## config.mk

```make
export PLATFORM = sky130hd
export DESIGN_NAME = somador_multibyte_ctrl_flat
export DESIGN_NICKNAME = d
export VERILOG_FILES = /design/src/rtl/somador_multibyte_ctrl_if.sv /design/src/rtl/somador_multibyte_ctrl.sv /design/src/flat_wrapper.sv
export SDC_FILE = /design/constraint.sdc
export NUM_CORES = 1
export LEC_CHECK = 0
export BUFFER_PORTS_ARGS = -buffer_cell sky130_fd_sc_hd__clkbuf_2
export CAP_MARGIN = 15
export CORE_ASPECT_RATIO = 2
export CORE_MARGIN = 4
export CORE_UTILIZATION = 48
export CTS_CLUSTER_DIAMETER = 50
export DETAILED_ROUTE_END_ITERATION = 8
export PLACE_DENSITY = 0.74
export SYNTH_ARGS = -nofsm -noshare
export SYNTH_HDL_FRONTEND = slang
export SYNTH_SLANG_ARGS = --single-unit
```

## constraint.sdc

```tcl
create_clock -name clk -period 5.7 [get_ports clk]
set_input_delay 0.285 -clock clk [delete_from_list [all_inputs] [get_ports clk]]
set_output_delay 0.285 -clock clk [all_outputs]
set_load 0.05 [all_outputs]
```

## src/rtl/somador_multibyte_ctrl_if.sv

```systemverilog
`default_nettype none
// +------------------------------------------------------------------+
// | somador_multibyte_ctrl_if : request/result bus of the byte adder  |
// | rev 1.0                                                          |
// +------------------------------------------------------------------+
interface somador_multibyte_ctrl_if #(
  parameter int NBYTES = 4
);
  localparam int W = 8 * NBYTES;

  logic         in_valid;
  logic         in_ready;
  logic         op_sub;
  logic [W-1:0] a;
  logic [W-1:0] b;
  logic         out_valid;
  logic         out_ready;
  logic [W-1:0] soma;
  logic         cout;
  logic         f;
  logic         busy;

  modport master (
    output in_valid, op_sub, a, b, out_ready,
    input  in_ready, out_valid, soma, cout, f, busy
  );

  modport slave (
    input  in_valid, op_sub, a, b, out_ready,
    output in_ready, out_valid, soma, cout, f, busy
  );
endinterface
`default_nettype wire

```

## src/rtl/somador_multibyte_ctrl.sv

```systemverilog
`default_nettype none
// +------------------------------------------------------------------+
// | somador_multibyte_ctrl : wide add/sub, one byte per cycle         |
// | rev 1.0                                                          |
// +------------------------------------------------------------------+
module somador_multibyte_ctrl #(
  parameter int NBYTES = 4
) (
  input  logic                    clk,
  input  logic                    rst_n,
  somador_multibyte_ctrl_if.slave bus
);
  localparam int W  = 8 * NBYTES;
  localparam int IW = (NBYTES > 1) ? $clog2(NBYTES) : 1;
  localparam logic [IW-1:0] LAST_IDX = IW'(NBYTES - 1);

  typedef enum logic [1:0] {
    IDLE = 2'd0,
    ADD  = 2'd1,
    DONE = 2'd2
  } state_t;

  state_t        state;
  logic [W-1:0]  op_a;
  logic [W-1:0]  op_b;
  logic [W-1:0]  soma_r;
  logic [IW-1:0] idx;
  logic          carry;
  logic          cout_r;
  logic          f_r;
  logic          out_valid_r;
  logic          in_ready_r;
  logic          busy_r;

  logic [7:0]    a_byte;
  logic [7:0]    b_byte;
  logic [8:0]    slice;
  logic [7:0]    low7;

  assign a_byte = op_a[8*int'(idx) +: 8];
  assign b_byte = op_b[8*int'(idx) +: 8];
  assign slice  = {1'b0, a_byte} + {1'b0, b_byte} + {8'd0, carry};
  // bit 7 of the 7-bit partial sum is the carry entering the sign bit
  assign low7   = {1'b0, a_byte[6:0]} + {1'b0, b_byte[6:0]} + {7'd0, carry};

  always_ff @(posedge clk or negedge rst_n) begin
    if (!rst_n) begin
      state       <= IDLE;
      op_a        <= '0;
      op_b        <= '0;
      soma_r      <= '0;
      idx         <= '0;
      carry       <= 1'b0;
      cout_r      <= 1'b0;
      f_r         <= 1'b0;
      out_valid_r <= 1'b0;
      in_ready_r  <= 1'b1;
      busy_r      <= 1'b0;
    end else begin
      case (state)
        IDLE: begin
          if (bus.in_valid && in_ready_r) begin
            op_a       <= bus.a;
            op_b       <= bus.op_sub ? ~bus.b : bus.b;
            carry      <= bus.op_sub;
            idx        <= '0;
            in_ready_r <= 1'b0;
            busy_r     <= 1'b1;
            state      <= ADD;
          end
        end
        ADD: begin
          soma_r[8*int'(idx) +: 8] <= slice[7:0];
          carry                    <= slice[8];
          idx                      <= idx + 1'b1;
          if (idx == LAST_IDX) begin
            cout_r      <= slice[8];
            f_r         <= low7[7] ^ slice[8];
            out_valid_r <= 1'b1;
            state       <= DONE;
          end
        end
        DONE: begin
          if (bus.out_ready) begin
            out_valid_r <= 1'b0;
            in_ready_r  <= 1'b1;
            busy_r      <= 1'b0;
            state       <= IDLE;
          end
        end
        default: state <= IDLE;
      endcase
    end
  end

  assign bus.in_ready  = in_ready_r;
  assign bus.out_valid = out_valid_r;
  assign bus.soma      = soma_r;
  assign bus.cout      = cout_r;
  assign bus.f         = f_r;
  assign bus.busy      = busy_r;
endmodule
`default_nettype wire

```

## src/flat_wrapper.sv

```systemverilog
// flat-port wrapper written by rule: the top's interface ports become plain ports
module somador_multibyte_ctrl_flat 
#(
  parameter int NBYTES = 4
)
  (clk, rst_n, bus_in_valid, bus_op_sub, bus_a, bus_b, bus_out_ready, bus_in_ready, bus_out_valid, bus_soma, bus_cout, bus_f, bus_busy);
  somador_multibyte_ctrl_if #(.NBYTES(NBYTES)) bus_i ();
  input  logic clk;
  input  logic rst_n;
  input wire logic [$bits(bus_i.in_valid)-1:0] bus_in_valid;
  input wire logic [$bits(bus_i.op_sub)-1:0] bus_op_sub;
  input wire logic [$bits(bus_i.a)-1:0] bus_a;
  input wire logic [$bits(bus_i.b)-1:0] bus_b;
  input wire logic [$bits(bus_i.out_ready)-1:0] bus_out_ready;
  output wire logic [$bits(bus_i.in_ready)-1:0] bus_in_ready;
  output wire logic [$bits(bus_i.out_valid)-1:0] bus_out_valid;
  output wire logic [$bits(bus_i.soma)-1:0] bus_soma;
  output wire logic [$bits(bus_i.cout)-1:0] bus_cout;
  output wire logic [$bits(bus_i.f)-1:0] bus_f;
  output wire logic [$bits(bus_i.busy)-1:0] bus_busy;
  assign bus_i.in_valid = bus_in_valid;
  assign bus_i.op_sub = bus_op_sub;
  assign bus_i.a = bus_a;
  assign bus_i.b = bus_b;
  assign bus_i.out_ready = bus_out_ready;
  assign bus_in_ready = bus_i.in_ready;
  assign bus_out_valid = bus_i.out_valid;
  assign bus_soma = bus_i.soma;
  assign bus_cout = bus_i.cout;
  assign bus_f = bus_i.f;
  assign bus_busy = bus_i.busy;
  somador_multibyte_ctrl #(.NBYTES(NBYTES)) u_core (.clk(clk), .rst_n(rst_n), .bus(bus_i));
endmodule
```

# == After elaboration in Yosys (flattened, before gate mapping) ==
# Index checks and enable logic that the tools add are counted.
# word_totals
reg_bits,106
in_bits,69
out_inout_bits,37
word_cells,58
# op_classes
n_addsub,6
n_eq_ne,6
n_shift,4
n_mux,18
bitwise,2
reduce_logical,11
# op_table
cell,n
32-bit by 6-bit indexed part select with 8-bit output,2
5-bit negator with 33-bit output,1
8-bit by 33-bit variable shift with 32-bit output (first input constant),1
8-bit by 33-bit indexed part select with 32-bit output,1
32-bit bitwise mux,1
32-bit two-way mux,1
32-bit inverter,1
8-bit by 8-bit adder with 9-bit output,1
9-bit by 1-bit adder with 9-bit output,1
3-bit AND reduction,3
7-bit by 7-bit adder with 8-bit output,1
8-bit by 1-bit adder with 8-bit output,1
2-bit two-way mux,4
1-bit case mux with 2 select lines,4
1-bit two-way mux,6
2-bit case mux with 3 select lines,1
2-bit AND reduction,3
2-bit nonzero test,3
2-bit == test (second input constant),2
2-bit by 1-bit != test with 1-bit output (second input constant),2
2-bit case mux with 2 select lines,1
2-bit by 1-bit adder with 2-bit output (second input constant),1
2-bit by 1-bit == test with 1-bit output (second input constant),1
2-bit zero test,1
3 further kinds,3

# == Longest topological paths before layout ==
# Gate-level depths: netlist of run 1.
# depth
depth_word,5
depth_mapped,9
ltp_nobuf,8

# == Least setup slack after synthesis of run 1 ==
# OpenSTA, ideal clock, no wires.
# synth_path
kind,register to register
from,register u_core.idx[0]
to,"register u_core.soma_r[30], in the netlist u_core.bus.soma[30]"
setup_ps,121
arrival_ps,2997
t_required_ps,5579
path_slack_ps,2582
path_stages_with_launch,10
path_buffers,1
period_less_slack_ps,3118
path_cell_list,dfrtp_1 -> buf_2 -> mux4_2 -> fa_1 -> fa_1 -> a211oi_1 -> o21bai_1 -> a21oi_1 -> xnor2_1 -> a22o_1
# synth_between
elab_chain_cells,5
word_cells_on_any_way,8
classes_between,3 x add/sub; 4 x shift; 1 x mux
# synth_rtl
item,line,source
from (decl),somador_multibyte_ctrl.sv:27,logic [IW-1:0] idx;
from (signal assigned),somador_multibyte_ctrl.sv:75,idx <= idx + 1'b1;
"32-bit by 6-bit indexed part select with 8-bit output, on equally long branches","somador_multibyte_ctrl.sv:40, somador_multibyte_ctrl.sv:41",
8-bit by 8-bit adder with 9-bit output,somador_multibyte_ctrl.sv:42,"assign slice = {1'b0, a_byte} + {1'b0, b_byte} + {8'd0, carry};"
9-bit by 1-bit adder with 9-bit output,somador_multibyte_ctrl.sv:42,
8-bit by 33-bit indexed part select with 32-bit output,somador_multibyte_ctrl.sv:73,soma_r[8*int'(idx) +: 8] <= slice[7:0];
32-bit bitwise mux (*),somador_multibyte_ctrl.sv:73,
"to (signal, indexed assignment)",somador_multibyte_ctrl.sv:73,
to (decl),somador_multibyte_ctrl.sv:26,logic [W-1:0] soma_r;
# Every way passes the cells marked *; elsewhere a longest branch is shown, timed or not.
# A chain may end at the register's enable or synchronous reset.

# == Final worst setup path of run 1 ==
# Ends and elaborated chain as after synthesis.

==> impl_metrics.ini, run 1 <==
[timing]
finalClockSkew_ns = 0.00582
min_period_over_period = 0.631
setup_ws_ns = 2.10
timing.slew.headroom = 0.313
max_freq_ghz = 0.278
worst_slew_pin_slew_ns = 1.03
fin_crit_ns = 3.60
drv_slew = 0
finalSetupViolCount = 0
tns_ns = 0
hold_viol = 0
rsz0062_at_grt = no
whs_ns = 0.165

[critical_path]
timing.rr.start = u_core.idx[0]$_DFFE_PN0P_
critPathKind = reg2reg
endpoint_kind = flop
start_kind = flop
ff2ff_setup_slack_ns = 2.10
worst_r2r_endpoint = u_core.bus.soma[30]$_DFFE_PN0P_
cp_data_required_time_ns = 5.94
cp_data_arrival_time_ns = 3.83
r2r_cells = 9
crit_fanout = 16

[synth]
syn-num-nets = 469
synth_seq_cells = 106
synth_top_area_frac = 0.524
yosys.area.top_type = dfrtp_1
synth_warnings = 0
syn_inst = 385
synth.cell_area_um2 = 5010
synthTopCellsByArea = dfrtp_1, mux2_2, mux4_2
synth_area_per_cell_um2 = 13.0
yosysUniqueCellTypes = 36
yosysSeqAreaShare = 0.530

[drt]
dr.pass1.iters = 5
wire_per_inst_um = 18.1
vias = 3377
drt_iter0_markers = 151
drc = 0
routed_via_density = 5.40
ant_nets = 0
wl_mm = 11.3

[hold_path]
holdPathEnd = u_core.op_a[26]$_DFFE_PN0P_
hp-start = bus_a[26]
holdPathStages = 2
hp-class = in2reg

[floorplanning]
die_height_um = 152
die_w_um = 80.3
die_area_um2 = 12200
rows = 52
start_util = 0.494
io_pins = 106
coreArea_um2 = 10100

[grt]
grt-ovfl-total = 0
grt_pass1_wl_mm = 18.7
antenna_found_initial = 0
grt_pass1_vias = 3660
grt_max_degree = 102
grtUsageTotal = 0.199

[cells_and_area]
n_fill_cell = 874
layout_commonest_cell = dfrtp_1
utilization = 0.584
drive_gt1_frac = 0.373
num_antenna_cells = 0
area_delta_synth_final_pct = 18.2
final_area_um2 = 5920
layout.cells.non_filler = 625
final_cell_mix = dfrtp_1, clkbuf_2, a21oi_1, xnor2_1, nor2_1
nets = 569

[run_status]
outcome = finished clean

[place]
port_buffers = 105
gp_congestion = 0.947
dp.cells = 608
post-place-ws_ns = 2.15
place_area_um2 = 5630
dp_hpwl_mm = 8.53

[clock_tree]
clock-sinks = 106
cts.path.max_buffers = 2
cts_made_buffers = 9
cts-root-buf = clkbuf_16
clkTransAtPathRegs_ns = 0.07
post_cts_buffers = 0
clk_latency_ns = 0.35
htreeDepth = 3
cts_tree = done

[power]
leakage_nw = 3.03
vdd_drop_max_mv = 0.182
power_mw = 1.40
p_per_area_nw_per_um2 = 237

[run]
max-cap-violations = 0
synth_stat cells, drive strengths merged:
cell type and instances:
nand2 16, nand3 1, clkbuf 2, o21ai 8, inv 4, fa 2
nor2 35, a22o 32, a211oi 2, xnor2 37, and2b 1, buf 18
xor2 2, ha 13, nand2b 1, mux2 32, a22oi 1, mux4 16
a21oi 40, o22ai 1, dfrtp 105, dfstp 1, o21bai 2, o31ai 1
nor2b 2, a21o 4, nor4 1, nor4b 5
report_power, final:
group	internal [mW]	switching [mW]
logic	0.0325	0.0375
clock network	0.299	0.282
registers	0.752	0
layout make-up:
type | count | area [um^2] | share of cell area
flip-flops and latches | 106 | 2650 | 0.448
multi-input cells | 255 | 2240 | 0.379
repair buffers | 109 | 561 | 0.0946
clock buffers | 9 | 225 | 0.0380
well taps | 135 | 169 | 0.0285
clock inverters | 7 | 55.1 | 0.00929
inverters | 4 | 15.0 | 0.00253
kinds of logic (layout without fill, tap and decap cells):
logic type,count (synthesis),in the layout,synth area share
flip-flops,106,106,0.530
AND/OR/NAND/NOR,62,62,0.0727
adder cells (fa/ha/maj),15,15,0.0405
multiplexers,48,48,0.144
AO/OA/AOI/OAI,91,91,0.121
buffers and inverters,24,129,0.0242
XOR/XNOR,39,39,0.0682
sequential cells by signal, indices dropped and copies added, names as in the netlist:
| register | cells |
|---|---|
| u_core.bus.busy | 1 |
| u_core.bus.out_valid | 1 |
| u_core.bus.soma | 32 |
| u_core.bus.in_ready | 1 |
| u_core.op_a | 32 |
| u_core.bus.cout | 1 |
| u_core.carry | 1 |
| u_core.bus.f | 1 |
| u_core.op_b | 32 |
| u_core.state | 2 |
| u_core.idx | 2 |
metal layers:
metal	wire length, um	vias up	GRT usage	share of wire
met2	6490	85	0.368	0.58
met5	0	-	0	0
li1	-	1593	-	-
met4	196	0	0.0629	0.017
met3	476	16	0.0337	0.042
met1	4120	1683	0.225	0.37
how the worst max path moves through the flow:
stage / cells past startpoint / end / slack, ns / from
floorplan: 9 / u_core.bus.soma[30]$_DFFE_PN0P_ / 2.58 / u_core.idx[0]$_DFFE_PN0P_
global placement: 9 / u_core.bus.soma[14]$_DFFE_PN0P_ / 2.26 / u_core.idx[0]$_DFFE_PN0P_
detailed placement: 9 / u_core.bus.soma[30]$_DFFE_PN0P_ / 2.15 / u_core.idx[0]$_DFFE_PN0P_
CTS: 9 / u_core.bus.soma[30]$_DFFE_PN0P_ / 2.09 / u_core.idx[0]$_DFFE_PN0P_
global route: 9 / u_core.bus.soma[30]$_DFFE_PN0P_ / 1.91 / u_core.idx[0]$_DFFE_PN0P_
finish: 9 / u_core.bus.soma[30]$_DFFE_PN0P_ / 2.10 / u_core.idx[0]$_DFFE_PN0P_
critical path: stages, from the launching register on:
cell and delay, ns:
dfrtp_1 0.57, buf_4 0.38, mux4_2 0.57, fa_1 0.46, fa_1 0.44, a211oi_1 0.36
o21bai_1 0.14, a21oi_1 0.20, xnor2_1 0.14, a22o_1 0.23
timing repair:
item,CTS,global route
resized for setup,0,0
hold endpoints to repair,3,0
hold buffers,1,0
No activity file was read; power rests on OpenSTA's default activity.
==> run 2, diff against run 1 <==
--- a/config.mk
+++ b/config.mk
@@ -5,6 +5,7 @@
 export SDC_FILE = /design/constraint.sdc
 export NUM_CORES = 1
 export LEC_CHECK = 0
+export ABC_AREA = 1
 export BUFFER_PORTS_ARGS = -buffer_cell sky130_fd_sc_hd__clkbuf_2
 export CAP_MARGIN = 15
 export CORE_ASPECT_RATIO = 2
@@ -12,7 +13,7 @@
 export CORE_UTILIZATION = 48
 export CTS_CLUSTER_DIAMETER = 50
 export DETAILED_ROUTE_END_ITERATION = 8
-export PLACE_DENSITY = 0.74
+export PLACE_DENSITY = 0.76
 export SYNTH_ARGS = -nofsm -noshare
 export SYNTH_HDL_FRONTEND = slang
 export SYNTH_SLANG_ARGS = --single-unit
==> constraint.sdc (replaced) <==
create_clock -name clk -period 2.9 [get_ports clk]
set_input_delay 0.145 -clock clk [delete_from_list [all_inputs] [get_ports clk]]
set_output_delay 0.145 -clock clk [all_outputs]
set_load 0.05 [all_outputs]
==> run 2 against run 1 <==
  * Critical endpoint is now u_core.bus.soma[12]$_DFFE_PN0P_
  * Area after synthesis is 3.8% higher
  * Sequential share of layout area is 3.3 points lower
  * Highest routed layer unchanged
  * Largest cell class unchanged
  * Critical path type unchanged
  * First-iteration DRC count is 81% higher
  * Critical path depth is 2 higher
  * Register-to-register slack worse by 1.9 ns
  * Clock skew is 0.0028 ns higher
  * Non-clock buffer count is 26 higher
  * Clock power is 140% higher
  * Worst setup slack worse by 1.9 ns
  * Die area is 3.5% higher
  * Worst hold slack worse by 0.16 ns
==> impl_metrics.ini, run 2 <==
[floorplanning]
coreArea_um2 = 10500
die_w_um = 81.6
die_height_um = 155
start_util = 0.493
die_area_um2 = 12700
io_pins = 106
rows = 53

[grt]
grt_pass1_wl_mm = 22.4
grt_pass1_vias = 4722
antenna_found_initial = 0
grtUsageTotal = 0.229
grt_max_degree = 68
grt-ovfl-total = 0

[synth]
synth-main-ff-cell = dfrtp_1
yosysSeqAreaShare = 0.510
ys_top_cells_by_count = nand2_1, dfrtp_1, o21ai_0
synth_warnings = 0
synth.cell_area_um2 = 5200
syn_inst = 620
synth_seq_cells = 106
yosysUniqueCellTypes = 28
synthTopCellsByArea = dfrtp_1, nand2_1, o21ai_0
synth_edf_count = 0
synth_area_per_cell_um2 = 8.39
synth_top_area_frac = 0.505
yosys.area.top_type = dfrtp_1
synth_most_common_cell = nand2_1
async_flop_share = 1.00
syn-num-nets = 704

[drt]
dr.pass1.iters = 5
wl_mm = 13.7
wire_per_inst_um = 15.6
drc = 0
vias = 4585
drt_iter0_markers = 273
ant_nets = 0
routed_via_density = 5.22

[timing]
tns_ns = 0
rsz0062_at_grt = no
max_freq_ghz = 0.377
drv_slew = 0
finalSetupViolCount = 0
worst_slew_pin_slew_ns = 0.959
hold_viol = 0
whs_ns = 0.00246
timing.slew.headroom = 0.361
fin_crit_ns = 2.65
min_period_over_period = 0.914
finalClockSkew_ns = 0.00857

[clock_tree]
cts-root-buf = clkbuf_16
cts.path.max_buffers = 2
clk_latency_ns = 0.35
clkTransAtPathRegs_ns = 0.07
cts_tree = done
clock-sinks = 106
htreeDepth = 3
cts_made_buffers = 9
post_cts_buffers = 0

[run_status]
outcome = finished clean

[cells_and_area]
area_delta_synth_final_pct = 22.9
final_cell_mix = nand2_1, clkbuf_2, dfrtp_1, o21ai_0, nor2_1
layout.cells.non_filler = 878
drive_gt1_frac = 0.200
utilization = 0.606
num_antenna_cells = 0
layout_commonest_cell = nand2_1
nets = 820

[power]
clkPwrFrac = 0.167
p_int_mw = 4.33
vdd_drop_max_mv = 0.635
p_per_area_nw_per_um2 = 1310
leakage_nw = 3.34
seq_power_share = 0.298
p_sw_mw = 4.02
p_comb_frac = 0.535
p_sw_frac = 0.481

[critical_path]
critPathKind = reg2reg
crit_fanout = 17
start_kind = flop
cp_data_arrival_time_ns = 2.93
cp_data_required_time_ns = 3.18
endpoint_kind = flop

[place]
gp_congestion = 0.905
port_buffers = 105
dp_hpwl_mm = 10.3
dp.cells = 844

[run]
max-cap-violations = 0

[hold_path]
hp-class = in2reg
==> run 2: final timing paths <==
kind / start / end / slack (ns) / depth (start not counted)
max: u_core.idx[1]$_DFFE_PN0P_ / u_core.bus.soma[12]$_DFFE_PN0P_ / 0.25 / 11
min: bus_a[0] / u_core.op_a[0]$_DFFE_PN0P_ / 0.002 / 3
max reg2reg: u_core.idx[1]$_DFFE_PN0P_ / u_core.bus.soma[12]$_DFFE_PN0P_ / 0.25 / 11
min reg2reg: u_core.op_a[9]$_DFFE_PN0P_ / u_core.op_a[9]$_DFFE_PN0P_ / 0.48 / 2
max in group asynchronous: rst_n / u_core.idx[0]$_DFFE_PN0P_ / 1.65 / 3
min in group asynchronous: rst_n / u_core.bus.out_valid$_DFFE_PN0P_ / 0.39 / 2
==> run 2: repair_timing <==
item                                    4_1_cts  5_1_grt
endpoints found under the setup margin        0       10
gates resized for setup                       0        4
hold endpoints to repair                     76        0
hold buffers                                 18        0
==> run 2: per-layer routing <==
layer | track usage | wire length (um) | vias to the layer above | share of wire
met4 | 0.108 | 596 | 0 | 0.043
met5 | 0 | 0 | - | 0
met3 | 0.0353 | 506 | 38 | 0.037
li1 | - | - | 2237 | -
met1 | 0.251 | 5070 | 2174 | 0.37
met2 | 0.418 | 7570 | 136 | 0.55
==> run 2: worst max-delay path, stage by stage (launching register included) <==
cell and delay (ns):
dfrtp_1 0.43, buf_4 0.21, o21ai_0 0.13, o22ai_1 0.15, fa_1 0.44, fa_1 0.42
nand2_1 0.09, nand3_1 0.11, nand2_1 0.12, xnor2_2 0.16, nand3_1 0.13, o21ai_0 0.17
==> run 2: final cells by class <==
cell class,instances,area [um^2]
fillers,923,4150
flip-flops and latches,106,2660
multi-input cells,450,2290
repair buffers,135,798
clock buffers,9,225
well taps,137,171
inverters,34,131
clock inverters,7,116
==> run 2: cells by family (layout without fill, tap and decap cells) <==
| kind of cell | after synthesis | after routing | synth area share |
|---|---|---|---|
| adders and majority gates | 15 | 15 | 0.0390 |
| buffers and inverters | 64 | 185 | 0.0505 |
| DFF | 106 | 106 | 0.510 |
| AOI/OAI and AO/OA | 115 | 115 | 0.117 |
| and+or+nand+nor | 285 | 285 | 0.225 |
| xor gates and xnor gates | 35 | 35 | 0.0589 |
==> run 2: power by group through the flow <==
| stage | sequential [mW] | clock [mW] | combinational (mW) |
|---|---|---|---|
| 3_3_place_gp | 2.47 | 0 | 4.26 |
| 2_1_floorplan | 2.89 | 0 | 2.61 |
| 3_5_place_dp | 2.48 | 0 | 4.35 |
| 5_1_grt | 2.54 | 1.47 | 4.96 |
| 6_report | 2.49 | 1.39 | 4.46 |
| 4_1_cts | 2.47 | 1.41 | 4.42 |
==> run 2: per-stage QoR <==
step	setup WS [ns]	cell area (um^2)	power (mW)
finish	0.249	6390	8.34
global route	0.0598	6390	8.97
CTS	0.106	6380	8.29
detailed placement	0.115	5860	6.84
global placement	0.274	5860	6.73
floorplan	0.270	5200	5.50
==> run 3, diff against run 2 <==
--- a/config.mk
+++ b/config.mk
@@ -12,6 +12,7 @@
 export CORE_MARGIN = 4
 export CORE_UTILIZATION = 48
 export CTS_CLUSTER_DIAMETER = 50
+export CTS_CLUSTER_SIZE = 10
 export DETAILED_ROUTE_END_ITERATION = 8
 export PLACE_DENSITY = 0.76
 export SYNTH_ARGS = -nofsm -noshare
==> constraint.sdc (replaced) <==
create_clock -name clk -period 2.9 [get_ports clk]
set_input_delay 0.58 -clock clk [delete_from_list [all_inputs] [get_ports clk]]
set_output_delay 0.58 -clock clk [all_outputs]
set_load 0.05 [all_outputs]
==> run 3 against run 2 <==
  * Critical endpoint unchanged
  * Maximum frequency is 0.83% lower
  * Flip-flop and latch count stayed put
  * Critical path type unchanged
  * Combinational power is 5.2% lower
  * Clock-buffer cell count is 1 higher
  * Clock power is 20% lower
  * Worst hold slack better by 0.27 ns
  * Cell count is 1.9% lower
  * First-iteration DRC count is 18% higher
==> impl_metrics.ini, run 3 (same netlist as run 2, synthesis figures left out) <==
[run_status]
outcome = finished clean

[clock_tree]
clk_latency_ns = 0.34
clkTransAtPathRegs_ns = 0.07
cts_resized = 0
cts_tree = done
holdBufCountCts = 0
clock-sinks = 106
cts_made_buffers = 9
cts-root-buf = clkbuf_16
cts.path.max_buffers = 2
htreeDepth = 3
post_cts_buffers = 0

[power]
p_sw_mw = 3.84
seq_power_share = 0.316
p_sw_frac = 0.492
p_comb_frac = 0.541
leakage_nw = 3.23
vdd_drop_max_mv = 0.666
p_int_mw = 3.97
clkPwrFrac = 0.143
power_mw = 7.81
p_per_area_nw_per_um2 = 1270

[cells_and_area]
num_antenna_cells = 0
nets = 803
final_cell_mix = nand2_1, dfrtp_1, clkbuf_2, o21ai_0, nor2_1
layout_commonest_cell = nand2_1
area_delta_synth_final_pct = 18.2
layout.cells.non_filler = 861
n_fill_cell = 952
utilization = 0.583
drive_gt1_frac = 0.200

[critical_path]
start_kind = flop
timing.rr.start = u_core.idx[0]$_DFFE_PN0P_
worst_r2r_endpoint = u_core.bus.soma[12]$_DFFE_PN0P_
worst_path_max_delay_cell = dfrtp_1
crit_chain = buf_4 -> o21ai_0 -> o22ai_1 -> fa_1 -> fa_1 -> nand2_1 -> nand3_1 -> nand2_1 -> xnor2_1 -> nand3_1 -> o21ai_0
critPathKind = reg2reg
ff2ff_setup_slack_ns = 0.23
critPathMaxStageDelay_ns = 0.45
crit_fanout = 15
cp_data_required_time_ns = 3.15
endpoint_kind = flop
cp_data_arrival_time_ns = 2.93
r2r_cells = 11

[grt]
grt_max_degree = 56
grt-ovfl-total = 0
grtUsageTotal = 0.220
grt_pass1_wl_mm = 21.4
grt_pass1_vias = 4479
antenna_found_initial = 0

[floorplanning]
die_w_um = 81.6
start_util = 0.493
die_area_um2 = 12700
io_pins = 106
die_height_um = 155
rows = 53
coreArea_um2 = 10500

[timing]
rsz0062_at_grt = no
fin_crit_ns = 2.67
finalClockSkew_ns = 0.00785
hold_viol = 0
tns_ns = 0
min_period_over_period = 0.922
max_freq_ghz = 0.374
drv_slew = 0
finalSetupViolCount = 0
timing.slew.headroom = 0.363
worst_slew_pin_slew_ns = 0.955

[drt]
drt_iter0_markers = 321
drc = 0
dr_wl_met3_um = 540
routed_via_density = 5.17
routed.top_layer = met4
met1_length_mm = 4.81
vias = 4454
dr.pass1.iters = 5
wl_met2_mm = 7.21
wire_per_inst_um = 15.2
wl_mm = 13.1
ant_nets = 0

[place]
dp.cells = 845
port_buffers = 105
gp_congestion = 0.974
dp_hpwl_mm = 10.3

[run]
max-cap-violations = 0

[hold_path]
hp-class = in2async
==> run 3: changes by cell type in the layout (fill, tap and decap cells not counted), sizes merged <==
cell	before	now
clkinvlp	2	4
dlygate4sd3	18	0
bufinv	3	0
buf	13	14
clkbuf	113	114
==> run 3: worst max-delay path, delay by kind of cell (launching register included) <==
family | cells | cell delay, ns
buffers and inverters | 1 | 0.21
XOR/XNOR | 1 | 0.16
flip-flops | 1 | 0.45
AO/OA/AOI/OAI | 3 | 0.47
AND/OR/NAND/NOR | 4 | 0.45
adder cells (fa/ha/maj) | 2 | 0.85
==> run 3: through the flow <==
stage	hold slack, ns	area (um^2)	setup slack, ns
floorplan	0.284	5200	0.270
global placement	0.460	5880	0.372
detailed placement	0.462	5880	0.231
CTS	0.299	6150	0.210
global route	0.329	6150	0.0227
finish	0.272	6150	0.227
==> run 3: final cells by class <==
class / instances / area [um^2] / area share
sequential: 106 / 2650 / 0.432
multi-input combinational: 450 / 2280 / 0.372
timing repair buffer: 118 / 638 / 0.104
clock buffer: 10 / 229 / 0.0372
tap: 137 / 171 / 0.0279
inverter: 34 / 128 / 0.0208
clock inverter: 6 / 43.8 / 0.00712
==> run 3: worst max-delay path by stage <==
stage               slack (ns)                       from                              end  cells after the start
global placement          0.37  u_core.idx[0]$_DFFE_PN0P_  u_core.bus.soma[30]$_DFFE_PN0P_                     13
floorplan                 0.27  u_core.idx[0]$_DFFE_PN0P_  u_core.bus.soma[12]$_DFFE_PN0P_                     13
global route              0.02  u_core.idx[0]$_DFFE_PN0P_  u_core.bus.soma[12]$_DFFE_PN0P_                     11
detailed placement        0.23  u_core.idx[0]$_DFFE_PN0P_  u_core.bus.soma[12]$_DFFE_PN0P_                     11
finish                    0.23  u_core.idx[0]$_DFFE_PN0P_  u_core.bus.soma[12]$_DFFE_PN0P_                     11
CTS                       0.21  u_core.idx[0]$_DFFE_PN0P_  u_core.bus.soma[12]$_DFFE_PN0P_                     11
==> run 3: power groups by stage <==
stage          Combinational, mW  Sequential (mW)  Clock (mW)
4_1_cts                     4.24             2.47        1.14
3_3_place_gp                4.14             2.48           0
6_report                    4.23             2.47        1.11
5_1_grt                     4.81             2.53        1.20
2_1_floorplan               2.61             2.89           0
3_5_place_dp                4.21             2.49           0
==> run 3: routing by layer <==
metal,global-route usage,up-vias
li1,-,2199
met1,0.246,2101
met2,0.395,121
met3,0.0353,33
met4,0.104,0
met5,0,-
